<file path="config.mk">
export PLATFORM = sky130hd
export DESIGN_NAME = uart_param_flat
export DESIGN_NICKNAME = d
export VERILOG_FILES = /design/src/rtl/uart_pkg.sv /design/src/rtl/uart_param_if.sv /design/src/rtl/uart_rx_param.sv /design/src/rtl/uart_param.sv /design/src/flat_wrapper.sv
export SDC_FILE = /design/constraint.sdc
export NUM_CORES = 1
export LEC_CHECK = 0
export CORE_MARGIN = 2
export CORE_UTILIZATION = 25
export DETAILED_ROUTE_END_ITERATION = 10
export PLACE_DENSITY_LB_ADDON = 0.15
export SLEW_MARGIN = 20
export SYNTH_ARGS = -nofsm -noshare
export SYNTH_HDL_FRONTEND = slang
export SYNTH_SLANG_ARGS = --single-unit
</file>
<file path="constraint.sdc">
create_clock -name clk -period 1.78 [get_ports clk]
set_clock_uncertainty 0.05 [all_clocks]
set_input_delay 0.267 -clock clk [delete_from_list [all_inputs] [get_ports clk]]
set_output_delay 0.267 -clock clk [all_outputs]
set_load 0.02 [all_outputs]
</file>
<file path="src/rtl/uart_pkg.sv">
// Shared constants, state encodings and frame helpers for the parametrised UART.
package uart_pkg;

    localparam int unsigned PAR_NONE = 0;
    localparam int unsigned PAR_ODD  = 1;
    localparam int unsigned PAR_EVEN = 2;

    typedef enum logic [2:0] {
        TX_IDLE,
        TX_START,
        TX_DATA,
        TX_PARITY,
        TX_STOP
    } tx_state_e;

    typedef enum logic [2:0] {
        RX_IDLE,
        RX_START_CHK,
        RX_DATA,
        RX_PARITY,
        RX_STOP
    } rx_state_e;

    function automatic int unsigned frame_bits(input int unsigned data_bits,
                                               input int unsigned parity,
                                               input int unsigned stop_bits);
        return 1 + data_bits + ((parity != PAR_NONE) ? 1 : 0) + stop_bits;
    endfunction

endpackage

</file>
<file path="src/rtl/uart_param_if.sv">
// Bus-side handshake and payload signals of the UART.
interface uart_param_if #(
    parameter int unsigned DATA_BITS = 8
);
    logic                 start;
    logic [DATA_BITS-1:0] tx_data_in;
    logic                 tx_ready;
    logic [DATA_BITS-1:0] rx_data_out;
    logic                 rx_ready;
    logic                 rx_parity_err;
    logic                 rx_frame_err;

    modport master (
        output start, tx_data_in,
        input  tx_ready, rx_data_out, rx_ready, rx_parity_err, rx_frame_err
    );

    modport slave (
        input  start, tx_data_in,
        output tx_ready, rx_data_out, rx_ready, rx_parity_err, rx_frame_err
    );
endinterface

</file>
<file path="src/rtl/uart_rx_param.sv">
// UART receiver: 2-flop synchroniser, start-bit validation, mid-bit sampling, error flags.
module uart_rx_param
    import uart_pkg::*;
#(
    parameter int unsigned CLKS_PER_BIT = 16,
    parameter int unsigned DATA_BITS    = 8,
    parameter int unsigned PARITY       = 0,
    parameter int unsigned STOP_BITS    = 1
) (
    input  logic                 clk,
    input  logic                 rst,
    input  logic                 rx,
    output logic [DATA_BITS-1:0] data_out,
    output logic                 ready,
    output logic                 parity_err,
    output logic                 frame_err
);

    localparam int unsigned CNT_W    = $clog2(CLKS_PER_BIT);
    localparam int unsigned BIT_W    = $clog2(DATA_BITS);
    localparam logic        HAS_PAR  = (PARITY != PAR_NONE);
    localparam logic        ODD_FLAG = (PARITY == PAR_ODD);

    if (CLKS_PER_BIT < 4 || (CLKS_PER_BIT % 2) != 0 || DATA_BITS < 5 || DATA_BITS > 9 ||
        PARITY > PAR_EVEN || STOP_BITS < 1 || STOP_BITS > 2) begin : g_bad_param
        $fatal(1, "uart_rx_param: illegal parameter set");
    end

    rx_state_e            state, state_next;
    logic                 sync1, rx_s, rx_prev;
    logic [CNT_W-1:0]     cnt, cnt_next;
    logic [BIT_W-1:0]     bit_cnt, bit_cnt_next;
    logic [DATA_BITS-1:0] shreg, shreg_next;
    logic                 par_q, par_next;
    logic                 half_tick, full_tick;
    logic                 done_c, perr_c, ferr_c;

    assign half_tick = (cnt == CNT_W'(CLKS_PER_BIT / 2 - 1));
    assign full_tick = (cnt == CNT_W'(CLKS_PER_BIT - 1));

    // Line is assumed idle-high out of reset so no false edge is seen
    always_ff @(posedge clk) begin
        if (rst) begin
            sync1   <= 1'b1;
            rx_s    <= 1'b1;
            rx_prev <= 1'b1;
        end else begin
            sync1   <= rx;
            rx_s    <= sync1;
            rx_prev <= rx_s;
        end
    end

    always_ff @(posedge clk) begin
        if (rst) begin
            state   <= RX_IDLE;
            cnt     <= '0;
            bit_cnt <= '0;
            shreg   <= '0;
            par_q   <= 1'b0;
        end else begin
            state   <= state_next;
            cnt     <= cnt_next;
            bit_cnt <= bit_cnt_next;
            shreg   <= shreg_next;
            par_q   <= par_next;
        end
    end

    always_comb begin
        state_next   = state;
        cnt_next     = cnt + 1'b1;
        bit_cnt_next = bit_cnt;
        shreg_next   = shreg;
        par_next     = par_q;
        case (state)
            RX_IDLE: begin
                cnt_next = '0;
                if (rx_prev && !rx_s) state_next = RX_START_CHK;
            end
            RX_START_CHK: if (half_tick) begin
                cnt_next     = '0;
                bit_cnt_next = '0;
                state_next   = rx_s ? RX_IDLE : RX_DATA;
            end
            RX_DATA: if (full_tick) begin
                cnt_next   = '0;
                shreg_next = {rx_s, shreg[DATA_BITS-1:1]};
                if (bit_cnt == BIT_W'(DATA_BITS - 1))
                    state_next = HAS_PAR ? RX_PARITY : RX_STOP;
                else
                    bit_cnt_next = bit_cnt + 1'b1;
            end
            RX_PARITY: if (full_tick) begin
                cnt_next   = '0;
                par_next   = rx_s;
                state_next = RX_STOP;
            end
            // Only the first stop bit is checked so back-to-back frames are accepted
            RX_STOP: if (full_tick) begin
                cnt_next   = '0;
                state_next = RX_IDLE;
            end
            default: state_next = RX_IDLE;
        endcase
    end

    always_comb begin
        done_c = (state == RX_STOP) && full_tick;
        ferr_c = !rx_s;
        perr_c = HAS_PAR && ((^shreg) ^ par_q ^ ODD_FLAG);
    end

    always_ff @(posedge clk) begin
        if (rst) begin
            data_out   <= '0;
            ready      <= 1'b0;
            parity_err <= 1'b0;
            frame_err  <= 1'b0;
        end else begin
            ready <= done_c;
            if (done_c) begin
                data_out   <= shreg;
                parity_err <= perr_c;
                frame_err  <= ferr_c;
            end
        end
    end

endmodule

</file>
<file path="src/rtl/uart_param.sv">
// Parametrised full-duplex UART: transmitter FSM here, receiver in uart_rx_param.
module uart_param
    import uart_pkg::*;
#(
    parameter int unsigned CLKS_PER_BIT = 16,
    parameter int unsigned DATA_BITS    = 8,
    parameter int unsigned PARITY       = 0,
    parameter int unsigned STOP_BITS    = 1
) (
    input  logic         clk,
    input  logic         rst,
    uart_param_if.slave  bus,
    output logic         tx,
    input  logic         rx
);

    localparam int unsigned CNT_W = $clog2(CLKS_PER_BIT);
    localparam int unsigned BIT_W = $clog2(DATA_BITS);

    if (CLKS_PER_BIT < 4 || (CLKS_PER_BIT % 2) != 0 || DATA_BITS < 5 || DATA_BITS > 9 ||
        PARITY > PAR_EVEN || STOP_BITS < 1 || STOP_BITS > 2) begin : g_bad_param
        $fatal(1, "uart_param: illegal parameter set");
    end

    tx_state_e            state, state_next;
    logic [CNT_W-1:0]     clk_cnt, clk_cnt_next;
    logic [BIT_W-1:0]     bit_cnt, bit_cnt_next;
    logic                 stop_cnt, stop_cnt_next;
    logic [DATA_BITS-1:0] data_q, data_next;
    logic                 tick, par_bit;
    logic                 tx_c, tx_ready_c;

    assign tick    = (clk_cnt == CNT_W'(CLKS_PER_BIT - 1));
    assign par_bit = (PARITY == PAR_ODD) ? ~(^data_q) : (^data_q);

    always_ff @(posedge clk) begin
        if (rst) begin
            state    <= TX_IDLE;
            clk_cnt  <= '0;
            bit_cnt  <= '0;
            stop_cnt <= 1'b0;
            data_q   <= '0;
        end else begin
            state    <= state_next;
            clk_cnt  <= clk_cnt_next;
            bit_cnt  <= bit_cnt_next;
            stop_cnt <= stop_cnt_next;
            data_q   <= data_next;
        end
    end

    always_comb begin
        state_next    = state;
        clk_cnt_next  = tick ? '0 : clk_cnt + 1'b1;
        bit_cnt_next  = bit_cnt;
        stop_cnt_next = stop_cnt;
        data_next     = data_q;
        case (state)
            TX_IDLE: begin
                clk_cnt_next = '0;
                if (bus.start) begin
                    state_next    = TX_START;
                    data_next     = bus.tx_data_in;
                    bit_cnt_next  = '0;
                    stop_cnt_next = 1'b0;
                end
            end
            TX_START: if (tick) state_next = TX_DATA;
            TX_DATA: if (tick) begin
                if (bit_cnt == BIT_W'(DATA_BITS - 1))
                    state_next = (PARITY == PAR_NONE) ? TX_STOP : TX_PARITY;
                else
                    bit_cnt_next = bit_cnt + 1'b1;
            end
            TX_PARITY: if (tick) state_next = TX_STOP;
            TX_STOP: if (tick) begin
                if (stop_cnt == 1'(STOP_BITS - 1))
                    state_next = TX_IDLE;
                else
                    stop_cnt_next = 1'b1;
            end
            default: state_next = TX_IDLE;
        endcase
    end

    // Decoded from the next state so the registered pins change on the transition edge
    always_comb begin
        tx_c       = 1'b1;
        tx_ready_c = 1'b0;
        case (state_next)
            TX_IDLE:   tx_ready_c = 1'b1;
            TX_START:  tx_c = 1'b0;
            TX_DATA:   tx_c = data_q[bit_cnt_next];
            TX_PARITY: tx_c = par_bit;
            TX_STOP:   tx_c = 1'b1;
            default:   tx_c = 1'b1;
        endcase
    end

    always_ff @(posedge clk) begin
        if (rst) begin
            tx           <= 1'b1;
            bus.tx_ready <= 1'b1;
        end else begin
            tx           <= tx_c;
            bus.tx_ready <= tx_ready_c;
        end
    end

    uart_rx_param #(
        .CLKS_PER_BIT (CLKS_PER_BIT),
        .DATA_BITS    (DATA_BITS),
        .PARITY       (PARITY),
        .STOP_BITS    (STOP_BITS)
    ) u_rx (
        .clk        (clk),
        .rst        (rst),
        .rx         (rx),
        .data_out   (bus.rx_data_out),
        .ready      (bus.rx_ready),
        .parity_err (bus.rx_parity_err),
        .frame_err  (bus.rx_frame_err)
    );

endmodule

</file>
<file path="src/flat_wrapper.sv">
// flat-port wrapper written by rule: the top's interface ports become plain ports
module uart_param_flat import uart_pkg::*;
#(
    parameter int unsigned CLKS_PER_BIT = 16,
    parameter int unsigned DATA_BITS    = 8,
    parameter int unsigned PARITY       = 0,
    parameter int unsigned STOP_BITS    = 1
)
  (clk, rst, tx, rx, bus_start, bus_tx_data_in, bus_tx_ready, bus_rx_data_out, bus_rx_ready, bus_rx_parity_err, bus_rx_frame_err);
  uart_param_if #(.DATA_BITS(DATA_BITS)) bus_i ();
  input  logic clk;
  input  logic rst;
  output logic tx;
  input  logic rx;
  input wire logic [$bits(bus_i.start)-1:0] bus_start;
  input wire logic [$bits(bus_i.tx_data_in)-1:0] bus_tx_data_in;
  output wire logic [$bits(bus_i.tx_ready)-1:0] bus_tx_ready;
  output wire logic [$bits(bus_i.rx_data_out)-1:0] bus_rx_data_out;
  output wire logic [$bits(bus_i.rx_ready)-1:0] bus_rx_ready;
  output wire logic [$bits(bus_i.rx_parity_err)-1:0] bus_rx_parity_err;
  output wire logic [$bits(bus_i.rx_frame_err)-1:0] bus_rx_frame_err;
  assign bus_i.start = bus_start;
  assign bus_i.tx_data_in = bus_tx_data_in;
  assign bus_tx_ready = bus_i.tx_ready;
  assign bus_rx_data_out = bus_i.rx_data_out;
  assign bus_rx_ready = bus_i.rx_ready;
  assign bus_rx_parity_err = bus_i.rx_parity_err;
  assign bus_rx_frame_err = bus_i.rx_frame_err;
  uart_param #(.CLKS_PER_BIT(CLKS_PER_BIT), .DATA_BITS(DATA_BITS), .PARITY(PARITY), .STOP_BITS(STOP_BITS)) u_core (.clk(clk), .rst(rst), .bus(bus_i), .tx(tx), .rx(rx));
endmodule
</file>
; Yosys cells after proc, flatten, opt, wreduce, memory -nomap -nowiden
; Index checks and enable logic that the tools add are counted.
[word_totals]
wordCells = 98
regBits = 52
input_bits = 12
[classes]
eq_ne = 25
n_lt_le_gt_ge = 1
mux = 35
n_reduce_logical = 16
n_addsub = 4
[op_table]
columns = op, count
row1 = 3-bit two-way mux, 19
row2 = 3-bit one-hot mux with 5 select lines, 2
row3 = 3-bit by 2-bit == test with 1-bit output (second input constant), 6
row4 = 2-bit != test (second input constant), 8
row5 = 3-bit == test (second input constant), 4
row6 = 3-bit one-hot mux with 2 select lines, 2
row7 = 4-bit one-hot mux with 3 select lines, 1
row8 = 3-bit by 1-bit == test with 1-bit output (second input constant), 3
row9 = 3-bit zero test, 3
row10 = 4-bit by 1-bit adder with 4-bit output (second input constant), 2
row11 = 4-bit == test (second input constant), 2
row12 = 4-bit two-way mux, 2
row13 = 8-bit XOR reduction, 1
row14 = 3-bit by 1-bit adder with 3-bit output (second input constant), 2
row15 = 6-bit AND reduction, 1
row16 = 3-bit OR reduction, 2
row17 = 1-bit two-way mux, 5
row18 = 4-bit by 3-bit == test with 1-bit output (second input constant), 1
row19 = 3-bit by 4-bit less-than comparator with 1-bit output (second input constant), 1
row20 = 2-bit AND reduction, 2
row21 = 4-bit AND reduction, 1
row22 = 2-bit nonzero test, 2
row23 = 1-bit binary-select mux with 3-bit select, 1
row24 = 1-bit one-hot mux with 3 select lines, 1
row25 = other kinds (6), 7

; Longest topological paths before layout
; Gate-level depths: netlist of run 1.
[logic_depth]
ltp_word = 7
ltp_mapped = 7

; By module
; Synthesis of run 1 repeated with hierarchy kept, for this count alone.
[hier_totals]
cells_unflattened = 260
area_unflattened_um2 = 2344.7
[by_module_without_submodules]
columns = module, instances, cells_per_inst, area_each_um2
row1 = uart_rx_param, 1, 149, 1355.0
row2 = uart_param, 1, 111, 989.7

; Least setup slack after synthesis of run 1
; Ideal clock, no wire load.
[synth_timing]
kind = register to register
from = register u_core.clk_cnt[0]
to = register u_core.tx
synth_period_minus_slack_ns = 1.835
setup_ns = 0.124
path_buffers = 1
path_stages_with_launch = 8
required_ns = 1.606
arrival_ns = 1.661
slack_ns = -0.055
cell_sequence = dfxtp_1 ha_1 nand3_1 buf_6 o311ai_1 o2111ai_1 o221ai_1 o211ai_2
[synth_between]
elab_chain_len = 6
word_cells_on_any_way = 14
[synth_lines]
columns = item, line
row1 = start: declaration, uart_param.sv:26  ; logic [CNT_W-1:0] clk_cnt, clk_cnt_next;
row2 = start signal: assignment, uart_param.sv:45  ; clk_cnt <= clk_cnt_next;
row3 = 4-bit == test (*), uart_param.sv:33  ; assign tick = (clk_cnt == CNT_W'(CLKS_PER_BIT - 1));
row4 = 3-bit two-way mux, uart_param.sv:69  ; TX_DATA: if (tick) begin
row5 = 3-bit one-hot mux with 2 select lines, uart_param.sv:58  ; case (state)
row6 = 1-bit binary-select mux with 3-bit select, uart_param.sv:93  ; TX_DATA: tx_c = data_q[bit_cnt_next];
row7 = 1-bit two-way mux (implied by the code), uart_param.sv:93
row8 = 1-bit one-hot mux with 3 select lines (*), uart_param.sv:90  ; case (state_next)
row9 = end signal: assignment, uart_param.sv:105  ; tx <= tx_c;
row10 = end: declaration, uart_param.sv:13  ; output logic tx,
; Mark *: on every way between the ends. The rest lies on a longest branch, timed or not. The select of a mux whose other input is x is not followed.
; A chain may end at the register's enable or synchronous reset.

; Worst setup path after layout of run 1
[layout_timing]
from = register u_core.bit_cnt[1]
to = register u_core.tx
[layout_between]
elab_chain_len = 7
word_cells_on_any_way = 15
[layout_lines]
columns = item, line
row1 = start: declaration, uart_param.sv:27  ; logic [BIT_W-1:0] bit_cnt, bit_cnt_next;
row2 = start signal: assignment, uart_param.sv:46  ; bit_cnt <= bit_cnt_next;
row3 = 3-bit by 1-bit adder with 3-bit output or 3-bit == test (tied branches), "uart_param.sv:73, uart_param.sv:70"
row4 = 3-bit two-way mux, uart_param.sv:70  ; if (bit_cnt == BIT_W'(DATA_BITS - 1))
row5 = 3-bit two-way mux, uart_param.sv:69
row6 = 3-bit one-hot mux with 2 select lines, uart_param.sv:58
row7 = 1-bit binary-select mux with 3-bit select, uart_param.sv:93
row8 = 1-bit two-way mux (implied by the code), uart_param.sv:93
row9 = 1-bit one-hot mux with 3 select lines (*), uart_param.sv:90
; Marks and branches as above.

==> run summary, run 1 <==
TritonCTS built the clock tree. Entering global routing, the biggest net connects 38 pins. Across the run, the number of max-cap violations was 0. After detailed routing, the average wire length per cell comes to 12.56 um. The library cell used most frequently in the layout, excluding fill and tap cells, is sky130_fd_sc_hd__nand2_1.

The number of buffers created by CTS is 5. The worst hold path belongs to the class reg -> reg. The total area inside the core boundary comes to 9109 um2. With fillers left out, the area of the finished cells amounts to 3085 um2.

The worst-case IR drop observed on VDD is 0.0003711 V. In this run the cell area measured after placement is 2818 um2. The first global-routing pass estimated 9114 um of wire.

The library cells used most frequently in the layout, excluding fill and tap cells, are sky130_fd_sc_hd__nand2_1 (50), sky130_fd_sc_hd__dfxtp_1 (44), sky130_fd_sc_hd__a21oi_1 (34). The power density normalized to cell area came out at 764.5 nW/um2. Once detail routing completed, the nets flagged for antenna violations numbered 0.

Clock-pin slew was measured on the worst setup and hold paths at 0.09 ns. The H-tree was split into 2 levels. The total number of nets in the final design was 337.

The count of endpoints failing hold in the final timing report is 0, and the global route total overflow is 0. The global routing usage summed across all routing layers is 11.28%, and the leakage power summed over all cells is 1.079 nW. The later pin in the worst-skew pair is clocked with a latency of 0.31 ns. The fraction of post-synthesis cell area in the top cell type by area was 43.97%; the highest fanout seen on the critical path was 7. Yosys mapped a number of flops with a built-in enable equal to 0. The worst setup path is captured at a flop. The half-perimeter wire length after placement was 3770 um.

The run gives 1921 as the via count of the first global-routing pass. The endpoint required time on the critical path is 1.97 ns, and the total wire length is 5425 um. The final-layout fill cell count came out at 954. Start-to-end type of the worst setup path: reg -> reg. The width of the die is 100.4 um.

The logs give 2322 um2 for the mapped cell area and 1 for the number of setup violations in the final report. Data on the critical path arrives at its endpoint at 2.05 ns. The synthesized design contains 51 register bits.

The logs give 0.7848 for the final weighted congestion of routability-driven global placement and 0.5378 GHz for the maximum operating frequency. Top cell type by total area after synthesis: sky130_fd_sc_hd__dfxtp_1. After clock tree synthesis, the flow added hold-fix buffers numbering 0. The final route contains 2040 vias.

The run gives -0.07933 ns as the final worst slack. The number of antenna violations at the first check in global routing came out at 0. The checks that failed: setup timing. During synthesis, Yosys emitted a total of 0 warnings.

The worst setup path is launched from a flop. The fraction of synthesis flops using an asynchronous set or reset pin is 0%. The number of iterations in the first detailed-routing pass is 4, and the DRC violations left is 0. The effective utilization at floorplan is 25.49%, and the floorplan die area is 10080 um2.

The number of placement rows was 35. Overall die height: 100.4 um. Ranked by total cell area, the synthesized netlist is headed by sky130_fd_sc_hd__dfxtp_1 (44%), sky130_fd_sc_hd__nand2_1 (8.1%), sky130_fd_sc_hd__a21oi_1 (7.3%). Number of buffers on the longest clock path: 2.

After detailed routing, the number of vias per cell comes to 4.722. The logs give 0 for the number of antenna repair diodes and 43.97% for the sequential area share after synthesis. The tools report the clock tree root driver cell as sky130_fd_sc_hd__clkbuf_8. The iteration-0 DRC count of the detailed router is 59, and the number of buffers inserted by port buffering is 23. Area added between synthesis and finish: 32.87%.

The final critical path takes up 104.5% of the cycle. In the synthesized netlist the dominant register cell turns out to be sky130_fd_sc_hd__dfxtp_1. The post-synthesis area per instance is 8.323 um2. During I/O placement, the number of pins put on the boundary was 25.

For the number of sinks on the clock net, the log shows 51. Synthesis handed over a netlist of 279 instances. Cells with a size suffix above 1 make up 21.50% of the layout. The clock period minus worst slack is 1.859 ns, and the max-slew violation count is 0.

Setup repair after global routing could not meet its margin everywhere. The run finished, with violations left. The run gives 46 as the number of distinct standard cells referenced by the synthesized netlist. Final hold analysis gives a worst-case slack of 0.3729 ns. Synthesis produced a netlist with a net count of 296.
logic make-up after synthesis:
family	after synthesis	synth area share, %
multiplexers	1	0.4311
buffers and inverters	30	6.573
AO/OA/AOI/OAI	61	17.94
flip-flops	51	43.97
other	1	0.1615
adder cells (fa/ha/maj)	5	2.694
AND/OR/NAND/NOR	119	24.08
XOR/XNOR	11	4.149
timing repair:
action,CTS,global route
endpoints found under the setup margin,2,3
buffers inserted,2,1
resized for setup,18,7
hold endpoints to repair,0,0
pin swaps,7,2
per-layer routing:
metal | track usage, % | part of all wire (%) | vias to the layer above
met2 | 19.77 | 49 | 34
met5 | 0 | 0 | -
met4 | 4.426 | 2.2 | 0
met3 | 2.368 | 2.9 | 11
li1 | - | - | 1047
met1 | 13.44 | 46 | 948
report_power, final:
| group | internal (W) | switching (W) |
|---|---|---|
| clock network | 0.000561 | 0.000400 |
| logic | 0.000108 | 0.000103 |
| registers | 0.00116 | 0.0000225 |
critical path, cell delays in order (launching register included):
cell                        delay, ns
sky130_fd_sc_hd__dfxtp_2         0.35
sky130_fd_sc_hd__ha_4            0.16
sky130_fd_sc_hd__and2_1          0.25
sky130_fd_sc_hd__or4_1           0.57
sky130_fd_sc_hd__o2111ai_2       0.14
sky130_fd_sc_hd__o221ai_2        0.14
sky130_fd_sc_hd__o211ai_2        0.14
state kept, by name (all words and copies together) (netlist names):
signal / count
u_core.u_rx.bit_cnt: 3
u_core.tx: 1
u_core.u_rx.frame_err: 1
u_core.u_rx.rx_prev: 1
u_core.data_q: 8
u_core.u_rx.sync1: 1
u_core.u_rx.shreg: 8
u_core.state: 3
u_core.u_rx.cnt: 4
u_core.u_rx.rx_s: 1
u_core.u_rx.data_out: 8
u_core.u_rx.ready: 1
u_core.bit_cnt: 3
u_core.bus.tx_ready: 1
u_core.u_rx.state: 3
u_core.clk_cnt: 4
worst paths after layout:
path / start / end / slack (ns) / cells past startpoint
worst max-delay path: u_core.bit_cnt[1] / u_core.tx / -0.08 / 6
worst min-delay path: u_core.u_rx.sync1 / u_core.u_rx.rx_s / 0.37 / 1
worst max register to register: u_core.bit_cnt[1] / u_core.tx / -0.08 / 6
worst min register to register: u_core.u_rx.sync1 / u_core.u_rx.rx_s / 0.37 / 1
cells in the mapped netlist (2+ instances only):
| master | n |
|---|---|
| sky130_fd_sc_hd__dfxtp_1 | 51 |
| sky130_fd_sc_hd__nand2_1 | 50 |
| sky130_fd_sc_hd__a21oi_1 | 34 |
| sky130_fd_sc_hd__nor2_1 | 22 |
| sky130_fd_sc_hd__nand3_1 | 18 |
| sky130_fd_sc_hd__clkbuf_1 | 11 |
| sky130_fd_sc_hd__inv_1 | 11 |
| sky130_fd_sc_hd__xnor2_1 | 8 |
| sky130_fd_sc_hd__o221ai_1 | 7 |
| sky130_fd_sc_hd__ha_1 | 5 |
| sky130_fd_sc_hd__buf_6 | 4 |
| sky130_fd_sc_hd__nor3_1 | 4 |
| sky130_fd_sc_hd__and2_1 | 3 |
| sky130_fd_sc_hd__and3_1 | 3 |
| sky130_fd_sc_hd__nor4_1 | 3 |
| sky130_fd_sc_hd__o21ai_0 | 3 |
| sky130_fd_sc_hd__or2_2 | 3 |
| sky130_fd_sc_hd__xor2_1 | 3 |
| sky130_fd_sc_hd__a211oi_1 | 2 |
| sky130_fd_sc_hd__buf_2 | 2 |
| sky130_fd_sc_hd__buf_4 | 2 |
| sky130_fd_sc_hd__nand2b_1 | 2 |
| sky130_fd_sc_hd__nand4_1 | 2 |
| sky130_fd_sc_hd__o2111ai_1 | 2 |
| sky130_fd_sc_hd__o311a_1 | 2 |
| sky130_fd_sc_hd__or4_1 | 2 |
through the flow:
step,cells,TNS [ns],utilization [%],total power [W],worst slack [ns]
floorplan,279,-0.02983,-,0.001338,-0.02983
CTS,431,-0.02942,33.52,0.002398,-0.02942
global placement,421,-0.5366,30.93,0.001418,-0.2903
detailed placement,421,-0.7114,30.93,0.001417,-0.3496
global route,432,-0.1157,33.87,0.002478,-0.1151
finish,432,-0.07933,33.87,0.002359,-0.07933
final cells by class:
cell class	count	area, um2	area share, %
Multi-Input combinational cell	198	1267	41.08
Sequential cell	51	1030	33.37
Timing Repair Buffer	53	471.7	15.29
Tap cell	111	138.9	4.501
Clock buffer	5	68.82	2.230
Clock inverter	3	67.56	2.190
Inverter	11	41.29	1.338
(Power assumes the default switching activity.)
==> run 2, diff against run 1 <==
- SLEW_MARGIN: 20 -> unset
==> results of run 2 <==
Same layout as run 1: the final DEF is identical, and so are final timing and power.
==> run 3, diff against run 2 <==
- ABC_CLOCK_PERIOD_IN_PS: unset -> 1780
- CAP_MARGIN: unset -> 20
==> results of run 3 <==
Same layout as run 1: the final DEF is identical, and so are final timing and power.
